==> src/rtl/instruction_issue_sequencer.sv <==
// Instruction FIFO plus issue FSM feeding the ControlUnit FUNCTION/W handshake, with a done watchdog.
// Optional `SINGLE_STEP_EN adds a step input gating each issue.
module instruction_issue_sequencer #(
    parameter int unsigned DEPTH          = 8,
    parameter int unsigned TIMEOUT_CYCLES = 8
) (
    input  logic       clk,
    input  logic       clr,
    input  logic [6:0] instr_in,
    input  logic       instr_wr,
    input  logic       run,
    input  logic       done_in,
`ifdef SINGLE_STEP_EN
    input  logic       step,
`endif
    output logic [6:0] func_out,
    output logic       w_out,
    output logic       fifo_full,
    output logic       fifo_empty,
    output logic       busy,
    output logic       overflow,
    output logic       timeout_err,
    output logic [7:0] issued_cnt
);

    localparam int unsigned PW = $clog2(DEPTH);
    localparam int unsigned CW = PW + 1;
    localparam int unsigned WW = $clog2(TIMEOUT_CYCLES);

    typedef enum logic [1:0] {IDLE, ISSUE, WAIT} state_t;

    state_t        state_q, state_d;
    logic [PW-1:0] rd_ptr_q, rd_ptr_d;
    logic [PW-1:0] wr_ptr_q, wr_ptr_d;
    logic [CW-1:0] count_q, count_d;
    logic [6:0]    func_q, func_d;
    logic          w_q, w_d;
    logic          overflow_q, overflow_d;
    logic          timeout_q, timeout_d;
    logic [7:0]    issued_q, issued_d;
    logic [WW-1:0] wd_q, wd_d;
    logic [6:0]    mem_q [DEPTH];

    logic issue_ok, pop, wr_en, full, empty;

    assign full  = (count_q == CW'(DEPTH));
    assign empty = (count_q == '0);

    always_comb begin
`ifdef SINGLE_STEP_EN
        issue_ok = run & step & ~empty;
`else
        issue_ok = run & ~empty;
`endif
        pop   = (state_q == IDLE) & issue_ok;
        wr_en = instr_wr & (~full | pop);

        rd_ptr_d   = pop   ? rd_ptr_q + PW'(1) : rd_ptr_q;
        wr_ptr_d   = wr_en ? wr_ptr_q + PW'(1) : wr_ptr_q;
        count_d    = count_q;
        if (wr_en && !pop)
            count_d = count_q + CW'(1);
        else if (pop && !wr_en)
            count_d = count_q - CW'(1);
        overflow_d = overflow_q | (instr_wr & full & ~pop);

        state_d   = state_q;
        func_d    = func_q;
        w_d       = 1'b0;
        timeout_d = timeout_q;
        issued_d  = issued_q;
        wd_d      = wd_q;

        unique case (state_q)
            IDLE: begin
                if (pop) begin
                    state_d = ISSUE;
                    func_d  = mem_q[rd_ptr_q];
                    w_d     = 1'b1;
                end
            end
            ISSUE: begin
                state_d = WAIT;
                wd_d    = '0;
            end
            WAIT: begin
                if (done_in) begin
                    state_d  = IDLE;
                    issued_d = issued_q + 8'd1;
                end else if (wd_q == WW'(TIMEOUT_CYCLES - 1)) begin
                    state_d   = IDLE;
                    timeout_d = 1'b1;
                end else begin
                    wd_d = wd_q + WW'(1);
                end
            end
            default: state_d = IDLE;
        endcase
    end

    always_ff @(posedge clk) begin
        if (clr) begin
            state_q    <= IDLE;
            rd_ptr_q   <= '0;
            wr_ptr_q   <= '0;
            count_q    <= '0;
            func_q     <= '0;
            w_q        <= 1'b0;
            overflow_q <= 1'b0;
            timeout_q  <= 1'b0;
            issued_q   <= '0;
            wd_q       <= '0;
        end else begin
            state_q    <= state_d;
            rd_ptr_q   <= rd_ptr_d;
            wr_ptr_q   <= wr_ptr_d;
            count_q    <= count_d;
            func_q     <= func_d;
            w_q        <= w_d;
            overflow_q <= overflow_d;
            timeout_q  <= timeout_d;
            issued_q   <= issued_d;
            wd_q       <= wd_d;
        end
    end

    // Storage needs no reset; pointers and count define which entries are live.
    always_ff @(posedge clk) begin
        if (!clr && wr_en)
            mem_q[wr_ptr_q] <= instr_in;
    end

    assign func_out    = func_q;
    assign w_out       = w_q;
    assign fifo_full   = full;
    assign fifo_empty  = empty;
    assign busy        = (state_q != IDLE);
    assign overflow    = overflow_q;
    assign timeout_err = timeout_q;
    assign issued_cnt  = issued_q;

endmodule

==> config.mk <==
export PLATFORM = sky130hd
export DESIGN_NAME = instruction_issue_sequencer
export DESIGN_NICKNAME = d
export VERILOG_FILES = /design/src/rtl/instruction_issue_sequencer.sv
export SDC_FILE = /design/constraint.sdc
export NUM_CORES = 1
export LEC_CHECK = 0
export CELL_PAD_IN_SITES_DETAIL_PLACEMENT = 1
export CELL_PAD_IN_SITES_GLOBAL_PLACEMENT = 1
export CORE_ASPECT_RATIO = 0.8
export CORE_UTILIZATION = 50
export CTS_BUF_LIST = sky130_fd_sc_hd__clkbuf_8
export CTS_CLUSTER_SIZE = 8
export DETAILED_ROUTE_END_ITERATION = 10
export PLACE_DENSITY_LB_ADDON = 0.1
export SYNTH_ARGS = -nofsm -noshare
export SYNTH_HDL_FRONTEND = slang
export SYNTH_SLANG_ARGS = --single-unit
==> constraint.sdc <==
create_clock -name clk -period 6.52 [get_ports clk]
set_input_delay 0.978 -clock clk [delete_from_list [all_inputs] [get_ports clk]]
set_output_delay 0.978 -clock clk [all_outputs]
set_load 0.1 [all_outputs]
==> impl_metrics.json <==
{
  "outcome": "finished clean",
  "ys_seq_area_share_pct": 64.44,
  "finalHoldViolations": 0,
  "fp.dieH_um": 78.26,
  "ys_seq_elements": 89,
  "placed_area_mm2": 0.004024,
  "yosysMostFrequentCell": "edfxtp_1",
  "arrival_ns": 2.54,
  "synth.top_cell.area_share_pct": 46.27,
  "finalNonFillerCells": 383,
  "hold_depth": 2,
  "synthArstFlopShare_pct": 0,
  "required_ns": 5.54,
  "drc_errors": 0,
  "setup_violations": 0,
  "io_pins": 33,
  "period_needed_ns": 3.514,
  "cts.repair.resized": 0,
  "cp_max_fo": 5,
  "synth_edf_count": 56,
  "synth_area_leaders": "edfxtp_1 46%, dfxtp_1 18%, mux4_2 8.7%",
  "holdWs_ns": 0.4865,
  "grt_setup_unrepaired": "false",
  "portBuffers": 32,
  "rrSetupSlack_ns": 3.70,
  "first_global_vias": 2210,
  "cts_hold_buf": 0,
  "rr_startpoint": "count_q[0]$_SDFFE_PP0P_",
  "p_per_area_mw_per_mm2": 379.7,
  "vias": 2126,
  "antenna_found_initial": 0,
  "syn_area_mm2": 0.003635,
  "slowest_delay_ns": 1.12,
  "power_leakage_nw": 1.427,
  "setup_tns_ns": 0,
  "grtUsageTotal_pct": 20.34,
  "power_mw": 1.595,
  "area_growth_pct": 15.56,
  "drive_above_1_share_pct": 16.55,
  "grt_max_degree": 39,
  "crit_chain": "or4_4 > inv_1 > clkdlybuf4s50_1",
  "syn-num-nets": 272,
  "wl_per_cell_um": 18.35,
  "final_cell_area_mm2": 0.004200,
  "insertion_delay_ns": 0.35,
  "initial_core_util_pct": 52.23,
  "tightest_slew_ns": 1.102,
  "ys_types": 49,
  "final_util_pct": 60.36,
  "core_mm2": 0.006959,
  "cts.reportedPaths.clkPinSlew_ns": 0.09,
  "crit_type": "reg2out",
  "syn_avg_cell_area_um2": 14.48,
  "hpwl_mm": 4.644,
  "cts_buffer_depth": 2,
  "synth_commonest_cells": "56 x edfxtp_1, 37 x nor2_1, 33 x dfxtp_1",
  "timing.rr.end": "count_q[3]$_SDFFE_PP0P_",
  "worst_setup_path_start_kind": "register",
  "cts_tree": "yes",
  "slowest_stage": "clkdlybuf4s50_1",
  "drv_slew": 0,
  "cts.sinks": 89,
  "cts-root-buf": "clkbuf_8",
  "irDropWorstVdd_v": 0.0001758,
  "endpoint": "fifo_empty",
  "skew_ns": 0.008491,
  "fmax_mhz": 284.6,
  "grt_first_pass_wirelength_mm": 11.53,
  "dieArea_mm2": 0.007617,
  "slew-limit-headroom_pct": 26.43,
  "startpoint": "count_q[0]$_SDFFE_PP0P_",
  "endpoint_kind": "output port",
  "detail-route-antenna-nets": 0,
  "r2r.worst_path.cells": 10,
  "fin_crit_sh_pct": 53.89,
  "rows": 27,
  "vias_per_cell": 5.551,
  "nNetsFinal": 312,
  "gp_congestion": 0.7458,
  "dp_cells": 367,
  "ctsHtreeMaxLevel": 3,
  "grt_overflow": 0,
  "wl_mm": 7.028,
  "finalWorstSetupSlack_ns": 3.006,
  "yosysWarnings": 0,
  "initialDrtViolationCount": 89,
  "postCtsSetupBuffers": 0,
  "cts_made_buffers": 9,
  "yosys.area.top_type": "edfxtp_1",
  "antenna_cells": 0,
  "die_x_um": 97.33,
  "ys_dominant_reg_cell": "edfxtp_1",
  "maxCapViolCount": 0,
  "nFillCells": 688,
  "synthCells": 251,
  "drtPass1Iterations": 4,
  "dp_worst_setup_slack_ns": 2.703,
  "hold_path_class": "reg2reg"
}
## placed cells by master, fill, tap and decap left out, types with 2 or more instances in the layout
| cell type | instances |
|---|---|
| nand4_1 | 2 |
| clkinvlp_4 | 4 |
| clkbuf_8 | 9 |
| inv_1 | 4 |
| a21oi_1 | 9 |
| mux4_2 | 14 |
| ha_1 | 8 |
| xnor2_1 | 5 |
| xor2_1 | 7 |
| dfxtp_1 | 33 |
| o22ai_1 | 7 |
| nor2b_1 | 2 |
| nand2_1 | 11 |
| nand3_1 | 5 |
| nor3_1 | 10 |
| edfxtp_1 | 56 |
| clkdlybuf4s50_1 | 32 |
| and2_1 | 2 |
| inv_6 | 2 |
| nand3_2 | 2 |
| mux2i_1 | 2 |
| buf_4 | 6 |
| nor2_1 | 37 |
## critical path, delay by kind of cell (launching register included)
family                 cells  cell delay [ns]
buffers and inverters      2             1.20
DFF                        1             0.38
and+or+nand+nor            1             0.60
## power by group
part           switching, mW  internal, mW  leakage (nW)
sequential            0.0651         0.646         0.775
combinational          0.362         0.181         0.574
clock                  0.200         0.140        0.0783
total                  0.627         0.968          1.43
## worst min path at each step
stage / slack [ns] / startpoint / endpoint
after floorplan: 0.45 / wd_q[1]$_SDFFE_PP0P_ / wd_q[1]$_SDFFE_PP0P_
after global placement: 0.45 / timeout_err$_SDFFE_PP0P_ / timeout_err$_SDFFE_PP0P_
after detailed placement: 0.48 / timeout_err$_SDFFE_PP0P_ / timeout_err$_SDFFE_PP0P_
after CTS: 0.50 / timeout_err$_SDFFE_PP0P_ / timeout_err$_SDFFE_PP0P_
after global routing: 0.52 / wd_q[1]$_SDFFE_PP0P_ / wd_q[1]$_SDFFE_PP0P_
final: 0.49 / timeout_err$_SDFFE_PP0P_ / timeout_err$_SDFFE_PP0P_
## state kept, by name (all words and copies together), names as in the netlist
register	flops
w_out	1
issued_cnt	8
overflow	1
wr_ptr_q	3
timeout_err	1
state_q	2
wd_q	3
func_out	7
count_q	4
rd_ptr_q	3
mem_q	56
## metal layers
metal  global-route usage (%)  share of wire, %  vias up
met5                        0                 0        -
met4                    6.765               1.1        0
met3                    5.521               4.3        7
met2                    31.34                47       38
li1                         -                 -     1011
met1                    28.30                48     1070
## cell type report
cell class / instances / area [um2] / area share [%]
flip-flops and latches: 89 / 2342 / 55.76
multi-input cells: 147 / 1172 / 27.91
repair buffers: 38 / 365.4 / 8.698
clock buffers: 9 / 123.9 / 2.949
well taps: 87 / 108.9 / 2.592
clock inverters: 7 / 52.55 / 1.251
inverters: 6 / 35.03 / 0.8341
## logic make-up after synthesis
group                    share of synthesized area (%)
adder cells (fa/ha/maj)                          3.305
flip-flops                                       64.44
XOR/XNOR                                         2.892
AO/OA/AOI/OAI                                    3.856
multiplexers                                     9.535
AND/OR/NAND/NOR                                  12.67
buffers and inverters                            3.305
Note: power is estimated with default switching activity, not from simulation.
